--- src/rtl/adc_spi_responder.sv ---
// adc_spi_responder: emulates the dual-chip serial APD ADC (temp on CS1, HV on CS2,
// shared SDA). Every pin is oversampled in the system clock domain. A frame presents
// LEAD_ZEROS zeros, the DATA_W-bit code (MSB first), then trailing zeros. SDA advances
// on each synchronized SCLK falling edge.
module adc_spi_responder #(
  parameter int unsigned DATA_W      = 10,
  parameter int unsigned LEAD_ZEROS  = 3,
  parameter int unsigned FRAME_BITS  = 16,
  parameter int unsigned SYNC_STAGES = 2   // must be >= 2
) (
  input  logic              i_clk_50m,
  input  logic              i_rst,
  input  logic              i_adc_sclk,
  input  logic              i_adc_cs1,
  input  logic              i_adc_cs2,
  output logic              o_adc_sda,
  output logic              o_adc_sda_oe,
  input  logic [DATA_W-1:0] i_ch1_value,
  input  logic [DATA_W-1:0] i_ch2_value,
  output logic              o_frame_done,
  output logic              o_frame_ch,
  output logic              o_frame_err,
  output logic [15:0]       o_frame_cnt
);

  localparam int unsigned TrailZeros = FRAME_BITS - LEAD_ZEROS - DATA_W;
  localparam int unsigned CntW       = $clog2(FRAME_BITS + 1);
  localparam logic [CntW-1:0] CntMax  = CntW'(FRAME_BITS);
  localparam logic [CntW-1:0] CntLast = CntW'(FRAME_BITS - 1);

  typedef enum logic [1:0] {StIdle, StShift, StConflict} state_e;

  // Input synchronizers plus one delayed copy for edge detection
  logic [SYNC_STAGES-1:0] sclk_sync_q, cs1_sync_q, cs2_sync_q;
  logic                   sclk_prev_q, cs1_prev_q, cs2_prev_q;
  logic                   sclk_s, cs1_s, cs2_s;
  logic                   sclk_fall, cs1_fall, cs2_fall, cs1_rise, cs2_rise;

  // Frame state
  state_e                  state_q;
  logic [FRAME_BITS-1:0]   shift_q;
  logic [CntW-1:0]         bit_cnt_q;
  logic                    sda_q, oe_q, done_q, err_q, ch_q;
  logic [15:0]             frame_cnt_q;

  // Frame images built from the live channel codes; only latched at CS fall
  logic [FRAME_BITS-1:0]   ch1_ext, ch2_ext, load_ch1, load_ch2;
  logic                    active_rise, other_fall;

  // Synchronizer chains, preset to the idle-high level of SCLK and both CS lines
  always_ff @(posedge i_clk_50m or posedge i_rst) begin
    if (i_rst) begin
      sclk_sync_q <= '1;
      cs1_sync_q  <= '1;
      cs2_sync_q  <= '1;
      sclk_prev_q <= 1'b1;
      cs1_prev_q  <= 1'b1;
      cs2_prev_q  <= 1'b1;
    end else begin
      sclk_sync_q <= {sclk_sync_q[SYNC_STAGES-2:0], i_adc_sclk};
      cs1_sync_q  <= {cs1_sync_q[SYNC_STAGES-2:0], i_adc_cs1};
      cs2_sync_q  <= {cs2_sync_q[SYNC_STAGES-2:0], i_adc_cs2};
      sclk_prev_q <= sclk_s;
      cs1_prev_q  <= cs1_s;
      cs2_prev_q  <= cs2_s;
    end
  end

  // Edge detection on the synchronized levels
  always_comb begin
    sclk_s    = sclk_sync_q[SYNC_STAGES-1];
    cs1_s     = cs1_sync_q[SYNC_STAGES-1];
    cs2_s     = cs2_sync_q[SYNC_STAGES-1];
    sclk_fall = sclk_prev_q & ~sclk_s;
    cs1_fall  = cs1_prev_q & ~cs1_s;
    cs2_fall  = cs2_prev_q & ~cs2_s;
    cs1_rise  = ~cs1_prev_q & cs1_s;
    cs2_rise  = ~cs2_prev_q & cs2_s;
    // Active CS is the one selected at frame start; the other one is an intruder
    active_rise = ch_q ? cs2_rise : cs1_rise;
    other_fall  = ch_q ? cs1_fall : cs2_fall;
  end

  // Frame images: {lead zeros, code, trailing zeros}
  always_comb begin
    ch1_ext                = '0;
    ch2_ext                = '0;
    ch1_ext[DATA_W-1:0]    = i_ch1_value;
    ch2_ext[DATA_W-1:0]    = i_ch2_value;
    load_ch1               = ch1_ext << TrailZeros;
    load_ch2               = ch2_ext << TrailZeros;
  end

  // Responder FSM with registered outputs
  always_ff @(posedge i_clk_50m or posedge i_rst) begin
    if (i_rst) begin
      state_q     <= StIdle;
      shift_q     <= '0;
      bit_cnt_q   <= '0;
      sda_q       <= 1'b0;
      oe_q        <= 1'b0;
      done_q      <= 1'b0;
      err_q       <= 1'b0;
      ch_q        <= 1'b0;
      frame_cnt_q <= 16'd0;
    end else begin
      done_q <= 1'b0;
      err_q  <= 1'b0;
      unique case (state_q)
        StIdle: begin
          if (!cs1_s && !cs2_s) begin
            state_q <= StConflict;
            oe_q    <= 1'b0;
            sda_q   <= 1'b0;
          end else if (cs1_fall || cs2_fall) begin
            shift_q   <= cs1_fall ? load_ch1 : load_ch2;
            sda_q     <= cs1_fall ? load_ch1[FRAME_BITS-1] : load_ch2[FRAME_BITS-1];
            ch_q      <= ~cs1_fall;
            bit_cnt_q <= '0;
            oe_q      <= 1'b1;
            state_q   <= StShift;
          end
        end
        StShift: begin
          // CS rise takes priority over an SCLK edge in the same cycle
          if (active_rise) begin
            if (bit_cnt_q >= CntLast) begin
              done_q      <= 1'b1;
              frame_cnt_q <= frame_cnt_q + 16'd1;
            end else begin
              err_q <= 1'b1;
            end
            oe_q    <= 1'b0;
            sda_q   <= 1'b0;
            state_q <= StIdle;
          end else if (other_fall) begin
            err_q   <= 1'b1;
            oe_q    <= 1'b0;
            sda_q   <= 1'b0;
            state_q <= StConflict;
          end else if (sclk_fall) begin
            shift_q <= {shift_q[FRAME_BITS-2:0], 1'b0};
            sda_q   <= shift_q[FRAME_BITS-2];
            if (bit_cnt_q != CntMax) begin
              bit_cnt_q <= bit_cnt_q + 1'b1;
            end
          end
        end
        StConflict: begin
          oe_q  <= 1'b0;
          sda_q <= 1'b0;
          if (cs1_s && cs2_s) begin
            state_q <= StIdle;
          end
        end
        default: begin
          state_q <= StIdle;
          oe_q    <= 1'b0;
          sda_q   <= 1'b0;
        end
      endcase
    end
  end

  // Output mapping
  always_comb begin
    o_adc_sda    = sda_q;
    o_adc_sda_oe = oe_q;
    o_frame_done = done_q;
    o_frame_err  = err_q;
    o_frame_ch   = ch_q;
    o_frame_cnt  = frame_cnt_q;
  end

endmodule

--- config.mk ---
export PLATFORM = sky130hd
export DESIGN_NAME = adc_spi_responder
export DESIGN_NICKNAME = d
export VERILOG_FILES = /design/src/rtl/adc_spi_responder.sv
export SDC_FILE = /design/constraint.sdc
export NUM_CORES = 1
export LEC_CHECK = 0
export CORE_MARGIN = 2
export CORE_UTILIZATION = 55
export CTS_BUF_LIST = sky130_fd_sc_hd__clkbuf_4 sky130_fd_sc_hd__clkbuf_8 sky130_fd_sc_hd__clkbuf_16
export CTS_CLUSTER_DIAMETER = 40
export DETAILED_ROUTE_END_ITERATION = 8
export HOLD_SLACK_MARGIN = 0.05
export PLACE_DENSITY = 0.84
export SLEW_MARGIN = 20
export SYNTH_ARGS = -nofsm -noshare
export SYNTH_HDL_FRONTEND = slang
export SYNTH_SLANG_ARGS = --single-unit
--- constraint.sdc ---
create_clock -name i_clk_50m -period 4.6 [get_ports i_clk_50m]
set_clock_uncertainty 0.05 [all_clocks]
set_input_delay 0.69 -clock i_clk_50m [delete_from_list [all_inputs] [get_ports i_clk_50m]]
set_output_delay 0.69 -clock i_clk_50m [all_outputs]
set_load 0.03 [all_outputs]
==> results of run 1 <==
-- layer usage --
metal,wire length (um),vias to the layer above,GRT usage
met3,200,4,0.0610
met2,2080,40,0.321
met1,2140,785,0.275
met5,0,-,0
li1,-,807,-
met4,42,0,0.0632
-- power breakdown --
part / switching [mW] / internal (mW)
registers: 0.0587 / 0.506
logic: 0.129 / 0.149
clock network: 0.132 / 0.136
-- synthesized netlist by cell type (2+ instances only) --
cell / number
nor3_1: 5
nand3_1: 7
xor2_1: 2
xnor2_1: 14
mux2_4: 6
nor2b_1: 3
o21ai_0: 11
inv_1: 11
a21oi_1: 4
nand2_1: 22
o21ai_2: 2
ha_1: 4
nor3_2: 2
mux2_2: 7
nor2_1: 8
clkbuf_1: 3
dfrtp_1: 40
and4_1: 3
nand2b_1: 3
mux2i_1: 14
nand4_1: 6
dfstp_2: 9
o211ai_1: 2
-- final cells by class --
type / instances / area share
multi-input combinational: 138 / 0.349
timing repair buffer: 46 / 0.156
clock inverter: 1 / 0.00171
inverter: 12 / 0.0158
sequential: 49 / 0.422
tap: 50 / 0.0214
clock buffer: 7 / 0.0329
-- critical path, delay by kind of cell (launching register included) --
family | cells | cell delay, ns
multiplexers | 1 | 0.40
AO/OA/AOI/OAI | 3 | 1.04
AND/OR/NAND/NOR | 1 | 0.67
flip-flops | 1 | 0.58
-- metrics by stage --
stage | setup WS (ns) | util | hold WS [ns] | power, mW
6_report | 1.75 | 0.722 | 0.304 | 1.11
3_5_place_dp | 1.71 | 0.697 | 0.297 | 0.851
3_3_place_gp | 1.83 | 0.697 | 0.296 | 0.841
2_1_floorplan | 2.60 | - | 0.295 | 0.773
5_1_grt | 1.57 | 0.722 | 0.312 | 1.17
4_1_cts | 1.73 | 0.722 | 0.307 | 1.12
-- cell usage in the layout, fill, tap and decap left out, drive strengths merged, types with 2 or more instances in the layout --
master / instances
o21ai: 14
mux2i: 14
nand2: 22
mux2: 13
nor3: 7
o32ai: 2
inv: 11
nand3: 7
dfrtp: 40
clkdlybuf4s50: 45
nand2b: 3
xnor2: 14
o211ai: 2
xor2: 2
and4: 4
a21oi: 4
nor2: 9
ha: 4
clkinv: 2
clkbuf: 7
dfstp: 9
nor2b: 3
nand4: 6
-- cells by family (layout without fill, tap and decap cells) --
family,after synthesis,after routing,share of synthesized area
fa+ha+maj,4,4,0.0213
buf+inv,18,66,0.0378
compound gates,27,27,0.0809
flops,49,49,0.527
simple gates,64,64,0.142
mux,27,27,0.132
xor+xnor,16,16,0.0596
-- state kept, by name, summed over array words and instances, names as in the netlist --
register and cells:
bit_cnt_q 5, cs1_prev_q 1, cs1_sync_q 2, cs2_prev_q 1, cs2_sync_q 2, o_adc_sda 1
o_adc_sda_oe 1, o_frame_ch 1, o_frame_cnt 16, o_frame_done 1, o_frame_err 1, sclk_prev_q 1
sclk_sync_q 2, shift_q 12, state_q 2
-- path summary, 6_finish.rpt --
check | from | to | slack [ns] | cells past startpoint
worst max-delay path | cs1_sync_q[1] | shift_q[10] | 1.75 | 5
worst min-delay path | cs1_sync_q[0] | cs1_sync_q[1] | 0.30 | 0
worst max register to register | cs1_sync_q[1] | shift_q[10] | 1.75 | 5
worst min register to register | cs1_sync_q[0] | cs1_sync_q[1] | 0.30 | 0
max in group asynchronous | i_rst | bit_cnt_q[4] | 3.22 | 2
min in group asynchronous | i_rst | o_frame_cnt[15] | 0.79 | 2
==> results.tsv, run 1 <==
metric	value	unit
Finished Layout Cells	303	
final instance area	2930	um2
Die X	69.4	um
Initial Util	0.579	
final worst path period share	0.620	
Setup TNS	0	ns
global-route wire length before repair	7900	um
TritonCTS buffer count	5	
Crit Path Category	reg2reg	
CTS root buf	clkbuf_8	
initial antenna violation count	0	
CTS tree	yes	
# setup viols final	0	
post_cts resized	0	
status	finished clean	
Nets	281	
GR Util All Layers	0.204	
Syn Area/Cell	11.5	um2
crit path DAT	2.99	ns
number of flops mapped to enable cells by yosys	0	
Post-DRT Antenna Nets	0	
ys async rst share	1.00	
fillers	311	
Via density	5.40	
Top FF cell, synth	dfrtp_1	
syn_nets	234	
Yosys warning total	0	
Least-Margin Pin Slew	0.833	ns
CP endpoint kind	flip-flop	
First-pass DRT Iterations	4	
Port Buffers	45	
site row count	23	
Bufs on Longest Clock Path	2	
slowest stage delay, CP	0.67	ns
Post-CTS Setup Repair Bufs	0	
die area	4810	um2
Reg clk slew, reported paths	0.08	ns
total of max-cap violations	0	
DR vias	1636	
fmax	350	MHz
GRT overflow	0	
Die Height	69.4	um
Final Hold Vio Count	0	
P_leak	1.25	nW
Residual DRC	0	
WP data required	4.73	ns
worst skew pair latency	0.29	ns
post-DP HPWL	3350	um
share of layout cells above drive strength 1	0.170	
dpl cells	295	
RSZ-0062 raised after global routing	no	
Yosys cell types	40	
sequential cell area fraction in the yosys report	0.527	
WL final	4460	um
num ports	46	
vias in the first global route	1704	
Register Area	1240	um2
Slew Limit Fails	0	
PD cells	379	nW/um2
post-synth top area share	0.426	
Slew headroom	0.444	
Mapped Cells	205	
CTS Hold Buffers Added	0	
area leader, netlist	dfrtp_1	
CP max FO	15	
Core Region	4060	um2
Inserted Diodes	0	
shortest period the worst path allows	2.85	ns
slowest stage cell, crit path	nand2b_1	
largest net degree at the start of global routing	50	
largest cells by area after synthesis	dfrtp_1 (43%), dfstp_2 (10%), mux2i_1 (6.0%)	
routability cong.	0.856	
area occupied by multi-input gates	1020	um2
H-tree depth	2	
Synth Register Bits	49	
Initial DRC Count	124	
Max VDD drop	0.230	mV
synthesized cell area	2350	um2
crit start category	flip-flop	
crit-path cells	nand2b_1 > o211ai_1 > a21o_2 > o21ai_4 > mux2_2	
Layout area overhead	24.7	%
CTS sink count	49	
Hold Crit Class	reg2reg	
Placed Area	2830	um2
WL/cell	14.7	um
Power figures use the tool's default switching activity.
==> run 2, diff against run 1 <==
- CORE_UTILIZATION: 55 -> 51
- PLACE_DENSITY: 0.84 -> 0.79
- clock period: 4.6 -> 2.97 ns (I/O delays scaled with it)
==> results.tsv, run 2 (synthesis gave the netlist of run 1 again) <==
metric	value	unit	change
Placed Area	2850	um2	was 2830 um2
global-route wire length before repair	7450	um	was 7900 um
die area	5170	um2	was 4810 um2
Setup TNS	0	ns	unchanged
CTS sink count	49		unchanged
Final Hold Vio Count	0		unchanged
RSZ-0062 raised after global routing	no		unchanged
sequential share of power	0.513		was 0.509
Residual DRC	0		unchanged
DR vias	1652		was 1636
Met2 Routed Length	2010	um	was 2080 um
Psw	0.511	mW	was 0.319 mW
Port Buffers	45		unchanged
post_cts resized	0		unchanged
Worst Reg2Reg Path Length in Cells	5		unchanged
First-pass DRT Iterations	4		unchanged
max FFs per register	16		unchanged
routability cong.	0.898		was 0.856
Post-CTS Setup Repair Bufs	0		unchanged
sw frac	0.300		was 0.288
post-layout worst setup margin	0.721	ns	was 1.75 ns
final worst path period share	0.757		was 0.620
site row count	24		was 23
RR Endpoint	shift_q[9]		was shift_q[10]
Layout area overhead	25.2	%	was 24.7%
CP endpoint kind	flip-flop		unchanged
Bufs on Longest Clock Path	2		unchanged
Die X	71.9	um	was 69.4 um
initial antenna violation count	0		unchanged
Max VDD drop	0.242	mV	was 0.230 mV
fillers	342		was 311
Via density	5.36		was 5.40
Post-DRT Antenna Nets	0		unchanged
num ports	46		unchanged
R2R setup slack	0.72	ns	was 1.75 ns
WL final	4360	um	was 4460 um
Least-Margin Pin Slew	0.912	ns	was 0.833 ns
Slew headroom	0.391		was 0.444
Gate power share	0.256		was 0.251
CTS tree	yes		unchanged
WL met3	246	um	was 200 um
status	finished clean		unchanged
Die Height	71.9	um	was 69.4 um
vias in the first global route	1630		was 1704
largest net degree at the start of global routing	47		was 50
final instance area	2940	um2	was 2930 um2
P_leak	1.25	nW	about the same
H-tree depth	2		unchanged
Setup Slack @ Placement	0.747	ns	was 1.71 ns
Core Region	4380	um2	was 4060 um2
WL/cell	14.1	um	was 14.7 um
crit start category	flip-flop		unchanged
Nets	284		was 281
Reg clk slew, reported paths	0.09	ns	was 0.08 ns
GRT overflow	0		unchanged
worst r2r src	cs2_sync_q[1]		was cs1_sync_q[1]
GR Util All Layers	0.185		was 0.204
CTS root buf	clkbuf_8		unchanged
worst skew pair latency	0.30	ns	was 0.29 ns
clock share of power	0.231		was 0.241
Internal Power	1.19	mW	was 0.791 mW
Hold Crit Class	reg2reg		unchanged
highest routed metal layer	met4		unchanged
shortest period the worst path allows	2.25	ns	was 2.85 ns
Initial Util	0.536		was 0.579
TritonCTS buffer count	5		unchanged
commonest non-fill, non-tap cell in the layout	clkdlybuf4s50_1		unchanged
WP data required	3.11	ns	was 4.73 ns
Inserted Diodes	0		unchanged
Slew Limit Fails	0		unchanged
CP max FO	14		was 15
PD cells	579	nW/um2	was 379 nW/um2
fmax	445	MHz	was 350 MHz
crit path DAT	2.39	ns	was 2.99 ns
total of max-cap violations	0		unchanged
most frequent cells in the layout	clkdlybuf4s50_1 (45), dfrtp_1 (40), nand2_1 (22)		unchanged
Setup crit end	shift_q[9]		was shift_q[10]
Initial DRC Count	118		was 124
# setup viols final	0		unchanged
post-DP HPWL	3060	um	was 3350 um
Crit Path Category	reg2reg		unchanged
Worst Setup SP	cs2_sync_q[1]		was cs1_sync_q[1]
CTS Hold Buffers Added	0		unchanged
WL met1	2030	um	was 2140 um
share of layout cells above drive strength 1	0.180		was 0.170
## run 2: cell count changes in the layout (fill, tap and decap cells not counted), sizes merged
cell / change
clkinvlp: +2
clkinv: -2
inv: +1
clkbuf: -1
buf: +3
## run 2: power by group through the flow
stage	clock [mW]	combinational (mW)	sequential [mW]
6_report	0.394	0.437	0.873
5_1_grt	0.436	0.488	0.888
4_1_cts	0.404	0.442	0.871
3_5_place_dp	0	0.442	0.877
3_3_place_gp	0	0.426	0.881
2_1_floorplan	0	0.312	0.885
## run 2: critical path, cell delays in order, from the launching register on
cell and delay [ns]:
dfstp_2 0.59, inv_2 0.06, a221o_1 0.33, a21o_2 0.25
o21ai_4 0.46, mux2_2 0.40
## run 2: routing by layer
metal	track usage	up-vias
met4	0.0650	0
met2	0.291	41
met3	0.0464	8
met5	0	-
li1	-	812
met1	0.252	791
## run 2: worst min-delay path by stage
stage,end,startpoint,depth (start not counted),slack (ns)
floorplan,cs1_sync_q[1],cs1_sync_q[0],0,0.30
global placement,cs1_sync_q[1],cs1_sync_q[0],0,0.30
detailed placement,sclk_sync_q[1],sclk_sync_q[0],0,0.30
CTS,cs2_sync_q[1],cs2_sync_q[0],0,0.31
global route,cs2_sync_q[1],cs2_sync_q[0],0,0.32
finish,cs2_sync_q[1],cs2_sync_q[0],0,0.31
## run 2: cell type report
class	instances	area, um2	area share
clock buffers	6	76.3	0.0259
clock inverters	2	15.0	0.00510
inverters	12	45.0	0.0153
multi-input cells	138	1020	0.348
flip-flops and latches	49	1240	0.420
well taps	52	65.1	0.0221
repair buffers	49	480	0.163
## run 2: per-stage QoR
| step | utilization | power (mW) | std cells | hold WS [ns] |
|---|---|---|---|---|
| final | 0.671 | 1.70 | 308 | 0.312 |
| after global routing | 0.671 | 1.81 | 308 | 0.318 |
| after CTS | 0.671 | 1.72 | 308 | 0.314 |
| after detailed placement | 0.650 | 1.32 | 300 | 0.300 |
| after global placement | 0.650 | 1.31 | 300 | 0.296 |
| after floorplan | - | 1.20 | 205 | 0.295 |
==> run 3, diff against run 2 <==
- CORE_UTILIZATION: 51 -> 46
- PLACE_DENSITY: 0.79 -> 0.75
- clock period: 2.97 -> 1.9 ns (I/O delays scaled with it)
==> results.tsv, run 3 (synthesis gave the netlist of run 1 again) <==
metric	value	unit	change
Register Area	1240	um2	unchanged
DR vias	1790		was 1652
TritonCTS buffer count	5		unchanged
total of max-cap violations	0		unchanged
Inserted Diodes	0		unchanged
Slew headroom	0.736		was 0.391
Core Region	5010	um2	was 4380 um2
status	finished with violations		was finished clean
shortest period the worst path allows	2.03	ns	was 2.25 ns
Slew Limit Fails	0		unchanged
GRT overflow	0		unchanged
post-DP HPWL	3110	um	was 3060 um
WL/cell	13.5	um	was 14.1 um
crit path DAT	2.18	ns	was 2.39 ns
Gate power share	0.300		was 0.256
PD cells	909	nW/um2	was 579 nW/um2
First-pass DRT Iterations	4		unchanged
WL final	4770	um	was 4360 um
Max VDD drop	0.565	mV	was 0.242 mV
Finished Layout Cells	353		was 308
Nets	311		was 284
RSZ-0062 raised after global routing	yes		was no
P_leak	1.45	nW	was 1.25 nW
initial antenna violation count	0		unchanged
commonest non-fill, non-tap cell in the layout	clkdlybuf4s50_1		unchanged
CTS sink count	49		unchanged
Post-DRT Antenna Nets	0		unchanged
Residual DRC	0		unchanged
fmax	492	MHz	was 445 MHz
# setup viols final	16		was 0
routability cong.	0.794		was 0.898
Hold Crit Class	in2async		was reg2reg
final worst path period share	1.07		was 0.757
Final Core Density	0.666		was 0.671
post-layout worst setup margin	-0.133	ns	was 0.721 ns
clock share of power	0.254		was 0.231
area occupied by multi-input gates	1110	um2	was 1020 um2
Worst Setup SP	cs2_sync_q[1]		unchanged
Placed Area	3020	um2	was 2850 um2
CTS tree	yes		unchanged
Die Height	75.5	um	was 71.9 um
most frequent cells in the layout	clkdlybuf4s50_1 (45), dfrtp_1 (40), buf_4 (26)		was clkdlybuf4s50_1 (45), dfrtp_1 (40), nand2_1 (22)
Bufs on Longest Clock Path	2		unchanged
sw frac	0.283		was 0.300
Via density	5.07		was 5.36
final instance area	3340	um2	was 2940 um2
Port Buffers	45		unchanged
dpl cells	333		was 300
fillers	396		was 342
Die X	75.5	um	was 71.9 um
global-route wire length before repair	7380	um	was 7450 um
Least-Margin Pin Slew	0.397	ns	was 0.912 ns
num ports	46		unchanged
Initial DRC Count	89		was 118
CTS root buf	clkbuf_8		unchanged
Psw	0.857	mW	was 0.511 mW
share of layout cells above drive strength 1	0.283		was 0.180
Internal Power	2.18	mW	was 1.19 mW
largest net degree at the start of global routing	50		was 47
vias in the first global route	1613		was 1630
Final Hold Vio Count	0		unchanged
Setup Slack @ Placement	-0.120	ns	was 0.747 ns
Initial Util	0.469		was 0.536
WP data required	2.05	ns	was 3.11 ns
worst r2r src	cs2_sync_q[1]		unchanged
site row count	26		was 24
max FFs per register	16		unchanged
H-tree depth	2		unchanged
failing checks	setup timing		
worst skew pair latency	0.30	ns	about the same
R2R setup slack	-0.13	ns	was 0.72 ns
crit start category	flip-flop		unchanged
Crit Path Category	reg2reg		unchanged
CTS Hold Buffers Added	0		unchanged
Layout area overhead	42.0	%	was 25.2%
Reg clk slew, reported paths	0.09	ns	about the same
sequential share of power	0.446		was 0.513
GR Util All Layers	0.170		was 0.185
CP max FO	6		was 14
die area	5700	um2	was 5170 um2
CP endpoint kind	flip-flop		unchanged
-- run 3: critical path: stages, from the launching register on --
cell	delay [ns]
dfstp_2	0.55
inv_2	0.04
a221o_1	0.34
a21o_2	0.26
o21ai_4	0.22
clkbuf_16	0.19
mux2_4	0.29
-- run 3: per-layer routing --
layer	wire (um)	share of wire	vias to the layer above	global-route usage
li1	-	-	861	-
met4	72	0.015	0	0.0409
met3	257	0.054	9	0.0476
met2	2300	0.48	44	0.273
met1	2140	0.45	876	0.232
met5	0	0	-	0
-- run 3: power groups by stage --
stage               logic, mW  registers [mW]  clock network [mW]
floorplan               0.493            1.38                   0
global placement        0.766            1.36                   0
finish                  0.910            1.35               0.771
global route            0.980            1.38               0.846
detailed placement      0.784            1.37                   0
CTS                     0.810            1.35               0.784
-- run 3: worst paths after layout --
path / endpoint / cells past startpoint
min in group i_clk_50m: cs2_sync_q[1] / 0
max in group asynchronous: cs1_sync_q[0] / 3
setup / recovery: shift_q[12] / 6
hold reg to reg: cs2_sync_q[1] / 0
hold / removal: shift_q[10] / 3
setup reg to reg: shift_q[12] / 6
-- run 3: final cells by class --
| type | count | area share |
|---|---|---|
| tap | 70 | 0.0262 |
| timing repair buffer | 76 | 0.220 |
| multi-input combinational | 138 | 0.334 |
| sequential | 49 | 0.371 |
| inverter | 12 | 0.0135 |
| clock inverter | 2 | 0.0112 |
| clock buffer | 6 | 0.0247 |
-- run 3: per-stage QoR --
stage          power (mW)  setup TNS [ns]  hold WS (ns)
2_1_floorplan        1.88          -0.558         0.239
3_3_place_gp         2.13          -0.156         0.296
3_5_place_dp         2.15          -0.738         0.297
4_1_cts              2.94          -0.592         0.302
5_1_grt              3.21           -2.34         0.315
6_report             3.03           -1.48         0.281
-- run 3: what timing repair did --
item	4_1_cts	5_1_grt
pin swaps	3	9
hold endpoints to repair	0	0
endpoints found under the setup margin	24	26
cloned	0	1
buffers inserted	1	10
resized for setup	7	11
